File: src/rtl/l1_set_way_ctrl.sv
// l1_set_way_ctrl
// Way-selection controller for one set of the 8-way L1 cache. It holds the
// tag/valid/dirty state for the set and resolves each request as a hit or a
// miss. On a miss it picks a victim (the lowest-index invalid way, otherwise
// the LRU eviction way), runs the writeback and fill handshakes, and then
// reports the resolved way. Every accepted request produces exactly one LRU
// access pulse.
//
// Optional feature: define STATS_CNT_EN to add saturating hit/miss counters.
//
// Ports:
//   clk, rst            clock, synchronous active-high reset
//   req_valid/ready     request handshake; ready only in IDLE
//   req_tag, req_write  request tag and read/write flag
//   resp_valid          one-cycle completion pulse
//   resp_hit, resp_way  hit flag and the way now holding the tag
//   lru_evict_way       eviction candidate from the LRU, sampled in LOOKUP
//   lru_access_valid    one-cycle LRU update pulse
//   lru_access_way      way reported to the LRU
//   wb_valid/ready      writeback handshake for a dirty victim
//   wb_tag              tag of the victim being written back
//   fill_valid/ready    line-fill handshake
//   fill_tag            tag being filled
//   hit_cnt, miss_cnt   saturating statistics (STATS_CNT_EN only)

module l1_set_way_ctrl #(
  parameter int unsigned TAG_W = 12
) (
  input  logic             clk,
  input  logic             rst,
  input  logic             req_valid,
  output logic             req_ready,
  input  logic [TAG_W-1:0] req_tag,
  input  logic             req_write,
  output logic             resp_valid,
  output logic             resp_hit,
  output logic [2:0]       resp_way,
  input  logic [2:0]       lru_evict_way,
  output logic [2:0]       lru_access_way,
  output logic             lru_access_valid,
  output logic             wb_valid,
  input  logic             wb_ready,
  output logic [TAG_W-1:0] wb_tag,
  output logic             fill_valid,
  input  logic             fill_ready,
  output logic [TAG_W-1:0] fill_tag
`ifdef STATS_CNT_EN
  ,
  output logic [15:0]      hit_cnt,
  output logic [15:0]      miss_cnt
`endif
);

  localparam int unsigned NUM_WAYS = 8;
  localparam int unsigned WAY_W    = 3;
  localparam int unsigned CNT_W    = 16;

  typedef enum logic [2:0] {
    S_IDLE,
    S_LOOKUP,
    S_WB,
    S_FILL,
    S_RESP
  } state_t;

  state_t                state;
  logic [TAG_W-1:0]      tag_q [NUM_WAYS];
  logic [NUM_WAYS-1:0]   valid_q;
  logic [NUM_WAYS-1:0]   dirty_q;
  logic [TAG_W-1:0]      r_tag;
  logic                  r_write;
  logic [WAY_W-1:0]      r_way;

  logic                  hit;
  logic [WAY_W-1:0]      hit_way;
  logic                  has_inv;
  logic [WAY_W-1:0]      inv_way;
  logic [WAY_W-1:0]      victim;

  // Tag match and victim choice; the lowest index wins in both searches.
  always_comb begin
    hit     = 1'b0;
    hit_way = '0;
    has_inv = 1'b0;
    inv_way = '0;
    for (int i = 0; i < int'(NUM_WAYS); i++) begin
      if (!hit && valid_q[i] && (tag_q[i] == r_tag)) begin
        hit     = 1'b1;
        hit_way = WAY_W'(i);
      end
      if (!has_inv && !valid_q[i]) begin
        has_inv = 1'b1;
        inv_way = WAY_W'(i);
      end
    end
    victim = has_inv ? inv_way : lru_evict_way;
  end

  // Controller FSM; outputs are registered alongside each state transition.
  always_ff @(posedge clk) begin
    if (rst) begin
      state            <= S_IDLE;
      valid_q          <= '0;
      dirty_q          <= '0;
      r_tag            <= '0;
      r_write          <= 1'b0;
      r_way            <= '0;
      req_ready        <= 1'b1;
      resp_valid       <= 1'b0;
      resp_hit         <= 1'b0;
      resp_way         <= '0;
      lru_access_valid <= 1'b0;
      lru_access_way   <= '0;
      wb_valid         <= 1'b0;
      wb_tag           <= '0;
      fill_valid       <= 1'b0;
      fill_tag         <= '0;
    end else begin
      resp_valid       <= 1'b0;
      lru_access_valid <= 1'b0;
      case (state)
        S_IDLE: begin
          if (req_valid && req_ready) begin
            r_tag     <= req_tag;
            r_write   <= req_write;
            req_ready <= 1'b0;
            state     <= S_LOOKUP;
          end
        end
        S_LOOKUP: begin
          if (hit) begin
            r_way            <= hit_way;
            resp_valid       <= 1'b1;
            resp_hit         <= 1'b1;
            resp_way         <= hit_way;
            lru_access_valid <= 1'b1;
            lru_access_way   <= hit_way;
            state            <= S_RESP;
          end else begin
            r_way <= victim;
            if (valid_q[victim] && dirty_q[victim]) begin
              wb_valid <= 1'b1;
              wb_tag   <= tag_q[victim];
              state    <= S_WB;
            end else begin
              fill_valid <= 1'b1;
              fill_tag   <= r_tag;
              state      <= S_FILL;
            end
          end
        end
        S_WB: begin
          if (wb_ready) begin
            dirty_q[r_way] <= 1'b0;
            wb_valid       <= 1'b0;
            fill_valid     <= 1'b1;
            fill_tag       <= r_tag;
            state          <= S_FILL;
          end
        end
        S_FILL: begin
          if (fill_ready) begin
            tag_q[r_way]     <= r_tag;
            valid_q[r_way]   <= 1'b1;
            dirty_q[r_way]   <= 1'b0;
            fill_valid       <= 1'b0;
            resp_valid       <= 1'b1;
            resp_hit         <= 1'b0;
            resp_way         <= r_way;
            lru_access_valid <= 1'b1;
            lru_access_way   <= r_way;
            state            <= S_RESP;
          end
        end
        S_RESP: begin
          // Write-allocate, write-back: a write leaves the line dirty.
          if (r_write) begin
            dirty_q[r_way] <= 1'b1;
          end
          resp_hit  <= 1'b0;
          req_ready <= 1'b1;
          state     <= S_IDLE;
        end
        default: begin
          req_ready <= 1'b1;
          state     <= S_IDLE;
        end
      endcase
    end
  end

`ifdef STATS_CNT_EN
  // Saturating hit/miss counters, bumped once per completed request.
  always_ff @(posedge clk) begin
    if (rst) begin
      hit_cnt  <= '0;
      miss_cnt <= '0;
    end else if (state == S_RESP) begin
      if (resp_hit) begin
        if (hit_cnt != {CNT_W{1'b1}}) hit_cnt <= hit_cnt + CNT_W'(1);
      end else begin
        if (miss_cnt != {CNT_W{1'b1}}) miss_cnt <= miss_cnt + CNT_W'(1);
      end
    end
  end
`else
  // No statistics counters in this build.
`endif

endmodule

File: config.mk
export PLATFORM = sky130hd
export DESIGN_NAME = l1_set_way_ctrl
export DESIGN_NICKNAME = d
export VERILOG_FILES = /design/src/rtl/l1_set_way_ctrl.sv
export SDC_FILE = /design/constraint.sdc
export NUM_CORES = 1
export LEC_CHECK = 0
export CAP_MARGIN = 20
export CORE_MARGIN = 4
export CORE_UTILIZATION = 35
export CTS_BUF_LIST = sky130_fd_sc_hd__clkbuf_2
export CTS_CLUSTER_DIAMETER = 150
export DETAILED_ROUTE_END_ITERATION = 16
export GPL_ROUTABILITY_DRIVEN = 0
export PLACE_DENSITY = 0.55
export SLEW_MARGIN = 15
export SYNTH_ARGS = -nofsm -noshare
export SYNTH_HDL_FRONTEND = slang
export SYNTH_SLANG_ARGS = --single-unit
File: constraint.sdc
create_clock -name clk -period 3 [get_ports clk]
set_input_delay 0.3 -clock clk [delete_from_list [all_inputs] [get_ports clk]]
set_output_delay 0.3 -clock clk [all_outputs]
set_load 0.01 [all_outputs]
After elaboration in Yosys (flattened, before gate mapping)

Memory sizes are Yosys's and may differ from the RTL's. A register that Yosys moved wholly into a read port is not among the register bits.
Index checks and enable logic that the tools add are counted.

$add $sub $neg: 0
Multipliers: 0
Div/mod/pow operators: 0
$lt $le $gt $ge: 3
Equal/unequal tests: 20
Shifts and indexed selects: 0
Mux-type cells: 74
Bitwise operators: 6
Reductions and logical operators: 63

Operators by type and width:

| cell               | number |
|---|---|
| $eq 12x12->1       | 8 |
| $mux 3             | 20 |
| $mux 1             | 36 |
| $mux 12            | 3 |
| $logic_and 1x1->1  | 25 |
| $mux 8             | 3 |
| $pmux 12 s2        | 1 |
| $pmux 8 s3         | 1 |
| $logic_not 1->1    | 20 |
| $ne 2x2->1 const B | 8 |
| $or 8x8->8         | 2 |
| $pmux 3 s4         | 1 |
| $reduce_and 3->1   | 4 |
| $reduce_and 4->1   | 3 |
| $reduce_bool 3->1  | 3 |
| $and 8x8->8        | 1 |
| $lt 3x4->1 const B | 2 |
| $not 8->8          | 1 |
| $bmux 1 s3         | 2 |
| $eq 3x2->1 const B | 2 |
| $pmux 1 s2         | 3 |
| $pmux 1 s3         | 2 |
| $pmux 3 s2         | 1 |
| $reduce_and 2->1   | 3 |
| 9 further kinds    | 11 |

Bits in registers: 55
Bits in latches: 0
RAM bits: 96
Memory bits (read-only): 0
Bits of input ports: 21
Output and inout bits: 36
Logic and storage cells: 180
Memories: 1

Memories:

| name  | depth | bits a word | rd ports | clocked after Yosys merged registers in | write ports | line | source |
|---|---|---|---|---|---|---|---|
| tag_q | 8     | 12          | 9        | 1                                       | 1           | 67   | `logic [TAG_W-1:0] tag_q [NUM_WAYS];` |

Longest topological paths before layout

An unclocked memory read counts as a cell.

Word-level depth: 34
Mapped depth: 10

Least setup slack after synthesis

Ideal clock, no wire load.

Kind: reg-to-reg
Start: register r_tag[9]
End: register fill_valid
Setup time: 0.115 ns
Arrival: 2.494 ns
Path slack: 0.392 ns
Stages on the path, launching flop included: 11
Path buffers: 3
Cells stage by stage: dfxtp_1 -> buf_6 -> xnor2_1 -> or3b_2 -> nor4_2 -> a2111oi_2 -> and3_4 -> a31o_1 -> buf_6 -> buf_12 -> o21a_1

Longest elaborated chain between the ends: 33
Elaborated cells on any way between the ends: 40
Classes of those cells: eq/ne (9); mux (8); reduce/logical (23)

RTL lines:

| what                           | line | source |
|---|---|---|
| from (decl)                    | 70   | `logic [TAG_W-1:0] r_tag;` |
| from (signal assigned)         | 124  | `r_tag <= req_tag;` |
| $eq 12x12->1                   | 87   | `if (!hit && valid_q[i] && (tag_q[i] == r_tag)) begin` |
| $logic_and 1x1->1              | 87   |  |
| $mux 1                         | 87   |  |
| $logic_not 1->1                | 87   |  |
| $logic_and 1x1->1 (2 in a row) | 87   |  |
| $mux 1                         | 87   |  |
| $logic_not 1->1                | 87   |  |
| $logic_and 1x1->1 (2 in a row) | 87   |  |
| (+13 left out)                 | -    |  |
| $logic_not 1->1                | 87   |  |
| $logic_and 1x1->1 (2 in a row) | 87   |  |
| $mux 1                         | 87   |  |
| $logic_not 1->1                | 87   |  |
| $logic_and 1x1->1 (2 in a row) | 87   |  |
| $mux 1 (*)                     | 87   |  |
| $ne 2x2->1 (no line) (*)       | -    |  |
| $reduce_and 5->1 (no line) (*) | -    |  |
| to (signal assigned)           | 116  | `fill_valid <= 1'b0;` |
| to (signal assigned)           | 146  | `fill_valid <= 1'b1;` |
| to (signal assigned)           | 156  | `fill_valid <= 1'b1;` |
| to (decl)                      | 44   | `output logic fill_valid,` |

Every way passes the cells marked *; elsewhere a longest branch is shown, timed or not.
A chain may end at the register's enable or synchronous reset.

Worst setup path after layout

Start: register r_tag[3]
End: register lru_access_way[1]

Longest elaborated chain between the ends: 33
Elaborated cells on any way between the ends: 48
Classes of those cells: eq/ne (9); mux (16); reduce/logical (23)

RTL lines:

| what                                           | line | source |
|---|---|---|
| $eq 12x12->1                                   | 87   |  |
| $logic_and 1x1->1                              | 87   |  |
| $mux 1                                         | 87   |  |
| $logic_not 1->1                                | 87   |  |
| $logic_and 1x1->1 (2 in a row)                 | 87   |  |
| $mux 1                                         | 87   |  |
| $logic_not 1->1                                | 87   |  |
| $logic_and 1x1->1 (2 in a row)                 | 87   |  |
| (+13 left out)                                 | -    |  |
| $logic_not 1->1                                | 87   |  |
| $logic_and 1x1->1 (2 in a row)                 | 87   |  |
| $mux 1                                         | 87   |  |
| $logic_not 1->1                                | 87   |  |
| $logic_and 1x1->1 (2 in a row)                 | 87   |  |
| $mux 3 or $mux 1 (tied branches)               | 87   |  |
| $mux 3 or $ne 2x2->1 (tied branches)           | -    |  |
| $pmux 3 s2 or $reduce_and 3->1 (tied branches) | -    |  |
| to (signal assigned)                           | 137  | `lru_access_way <= hit_way;` |
| to (signal assigned)                           | 171  | `lru_access_way <= r_way;` |
| to (decl)                                      | 39   | `output logic [2:0] lru_access_way,` |

Several ways; a longest one is shown, not always the timed one. The select of a mux whose other input is x is not followed.

==> run metrics <==
status complete, no violations; Tcrit/Tclk final 90.5%; flop2flop setup slack 0.29 ns; Critical Path AT 3.35 ns; WL/cell 19.3 µm; Clk Latency, worst-skew pair 0.74 ns; die width 161 µm; Clock Path Buffers 2; register area share after synthesis 51.5%; worst hold path type input pin to flop; Ports 57; synthesized flop and latch total 163; vias per cell 5.05; DRT antenna net count 0; Vias 5,737; Highest Clock Rate 0.368 GHz; share of layout cells above drive strength 1 13.5%; nets 831; total power 0.00479 W; Cells after Synth 733; Clock transition at path regs 0.25 ns; CP Capture Type flop; Setup violations, final 0; Pwr per Cell Area 505 nW/µm²; drt drc 0; Cell Area, Synth 8210 µm²; Worst Setup EP lru_access_way[1]$_SDFFE_PP0P_; largest net degree at the start of global routing 50; min Tclk post-route 2.71 ns; DIE HEIGHT 161 µm; post-layout util 41.6%; core area 22,800 µm²; worst path required time 3.64 ns; num rows 55; Hold Startpoint req_tag[7]; Clock Sinks 163; predominant post-synthesis flop cell edfxtp_1; Async SR Flop Fraction 0%; drt total wl 22,000 µm; FF-to-FF End lru_access_way[1]$_SDFFE_PP0P_; DRT Pass-1 Iters 5; depth of the CTS H-tree 4; die area 26,000 µm²; initial antenna violation count 1; Hold Vio Cnt, Final 0; Slew HR 38.1%; critical path type flop to flop; number of enable flip-flop cells after synthesis 96; Global Route Usage Sum 17.0%; Filler cells 2,270; clock tree from TritonCTS built; first-pass GRT wire length 33,800 µm; Num CTS Buffers 17; HPWL after detailed placement 15,500 µm; Final Max Tran Viols 0; Post-CTS Repair Setup Buffers 0; vias in the first global route 5,564; Peak VDD IR 222 µV; worst reg-to-reg path cell count 8; reg2reg start r_tag[3]$_SDFFE_PP0P_; Yosys warning count 0; Setup crit start r_tag[3]$_SDFFE_PP0P_; maxcap violations 0; leak pwr 3.36 nW; DR iter-0 viols 443; PortBufs 56; GRT overflow 0; Yosys cell types 63; crit path max fanout 14; Syn Nets 754; clk_skew 0.0340 ns; Setup TNS Final 0 ns; RSZ-0062 raised after global routing false; Slew @ Worst Pin 0.927 ns; initial core utilization 35.9%; crit start category flop; Root Driver clkbuf_2; synth-to-layout area growth 15.8%; Avg Inst Size Synth 11.2 µm²
[metal layers]
metal  up-vias  GRT usage (%)  part of all wire [%]
met5         -              0                     0
met4         0           2.99                  0.73
met3        13           3.70                   4.6
met2       139           26.2                    45
met1      2789           24.9                    49
li1       2796              -                     -
[repair_timing]
action | in CTS | in global routing
resized for setup | 0 | 3
hold endpoints to repair | 11 | 2
hold buffers | 1 | 2
endpoints found under the setup margin | 0 | 12
[synthesized netlist by cell type (3+ instances only)]
library cell	count	area share (%)
xnor2_1	87	9.3
or4_1	3	0.27
a21oi_1	31	1.9
nor2b_1	4	0.30
or2b_2	4	0.43
buf_2	9	0.55
nor4_1	9	0.69
o211ai_1	4	0.37
a211oi_1	15	1.4
buf_4	7	0.64
a21o_1	9	0.82
and2_1	5	0.38
clkbuf_1	15	0.69
and3_1	3	0.23
nor3_1	21	1.3
o21ai_0	8	0.49
nor2_1	23	1.1
nand3_1	18	1.1
buf_6	11	1.5
xor2_1	5	0.53
mux2_2	12	1.6
dfxtp_1	67	16
nand4_1	18	1.4
nand3b_1	3	0.27
nand2_1	85	3.9
nand2b_1	11	0.84
edfxtp_1	96	35
clkbuf_8	3	0.50
mux2i_1	89	11
inv_1	18	0.82
[how the worst min path moves through the flow]
stage	endpoint	cells past startpoint
2_1_floorplan	r_write$_SDFFE_PP0P_	2
5_1_grt	r_tag[5]$_SDFFE_PP0P_	3
6_report	r_tag[7]$_SDFFE_PP0P_	3
3_3_place_gp	fill_tag[7]$_SDFFE_PP0P_	2
4_1_cts	r_tag[6]$_SDFFE_PP0P_	3
3_5_place_dp	fill_tag[7]$_SDFFE_PP0P_	2
[cells in the final DEF, fill, tap and decap left out, types with 19 or more instances in the layout]
| master | n |
|---|---|
| xnor2_1 | 87 |
| buf_4 | 42 |
| clkdlybuf4s50_1 | 55 |
| a21oi_1 | 31 |
| edfxtp_1 | 96 |
| nand2_1 | 85 |
| nor2_1 | 23 |
| dfxtp_1 | 64 |
| mux2i_1 | 89 |
| nor3_1 | 19 |
[sequential cells by signal, indices dropped and copies added, names as in the netlist, 3 cells and up, named ones only]
register,cells
lru_access_way,3
state,3
wb_tag,12
fill_tag,12
r_tag,12
r_way,3
valid_q,8
tag_q,96
[logic make-up (layout without fill, tap and decap cells)]
logic type / Yosys count / after routing / share of synthesized area (%)
AO/OA/AOI/OAI: 92 / 92 / 7.58
buffers and inverters: 66 / 156 / 5.11
flip-flops: 163 / 163 / 51.5
multiplexers: 101 / 101 / 12.5
XOR/XNOR: 92 / 92 / 9.82
other: 0 / 1 / 0
AND/OR/NAND/NOR: 219 / 219 / 13.5
[per-stage QoR]
stage	instances	hold slack [ns]	setup slack (ns)	area, µm²
finish	1137	0.0701	0.285	9500
CTS	1134	0.00212	0.168	9470
floorplan	733	0.436	0.392	8210
detailed placement	1101	0.447	0.267	9250
global route	1137	0.00208	0.0317	9500
global placement	1101	0.444	0.307	9250
[worst max-delay path: stages, from the launching register on]
cell,delay (ns)
dfxtp_1,0.57
buf_12,0.20
xnor2_1,0.12
nand4_1,0.20
nor4_1,0.54
o211ai_1,0.26
a211oi_1,0.38
nor2_1,0.08
o41ai_1,0.28
[layout make-up]
cell class | count | area, µm² | share of cell area [%]
Inverter | 19 | 71.3 | 0.751
Multi-Input combinational cell | 504 | 3610 | 38.0
Sequential cell | 163 | 4230 | 44.5
Antenna cell | 1 | 2.50 | 0.0263
Timing Repair Buffer | 105 | 981 | 10.3
Clock buffer | 18 | 90.1 | 0.948
Clock inverter | 14 | 126 | 1.33
Tap cell | 313 | 392 | 4.12
[report_power, final]
| group | internal [W] | switching [W] |
|---|---|---|
| combinational | 0.000455 | 0.000582 |
| sequential | 0.00248 | 0.000123 |
| clock | 0.000315 | 0.000835 |
No activity file was read; power rests on OpenSTA's default activity.
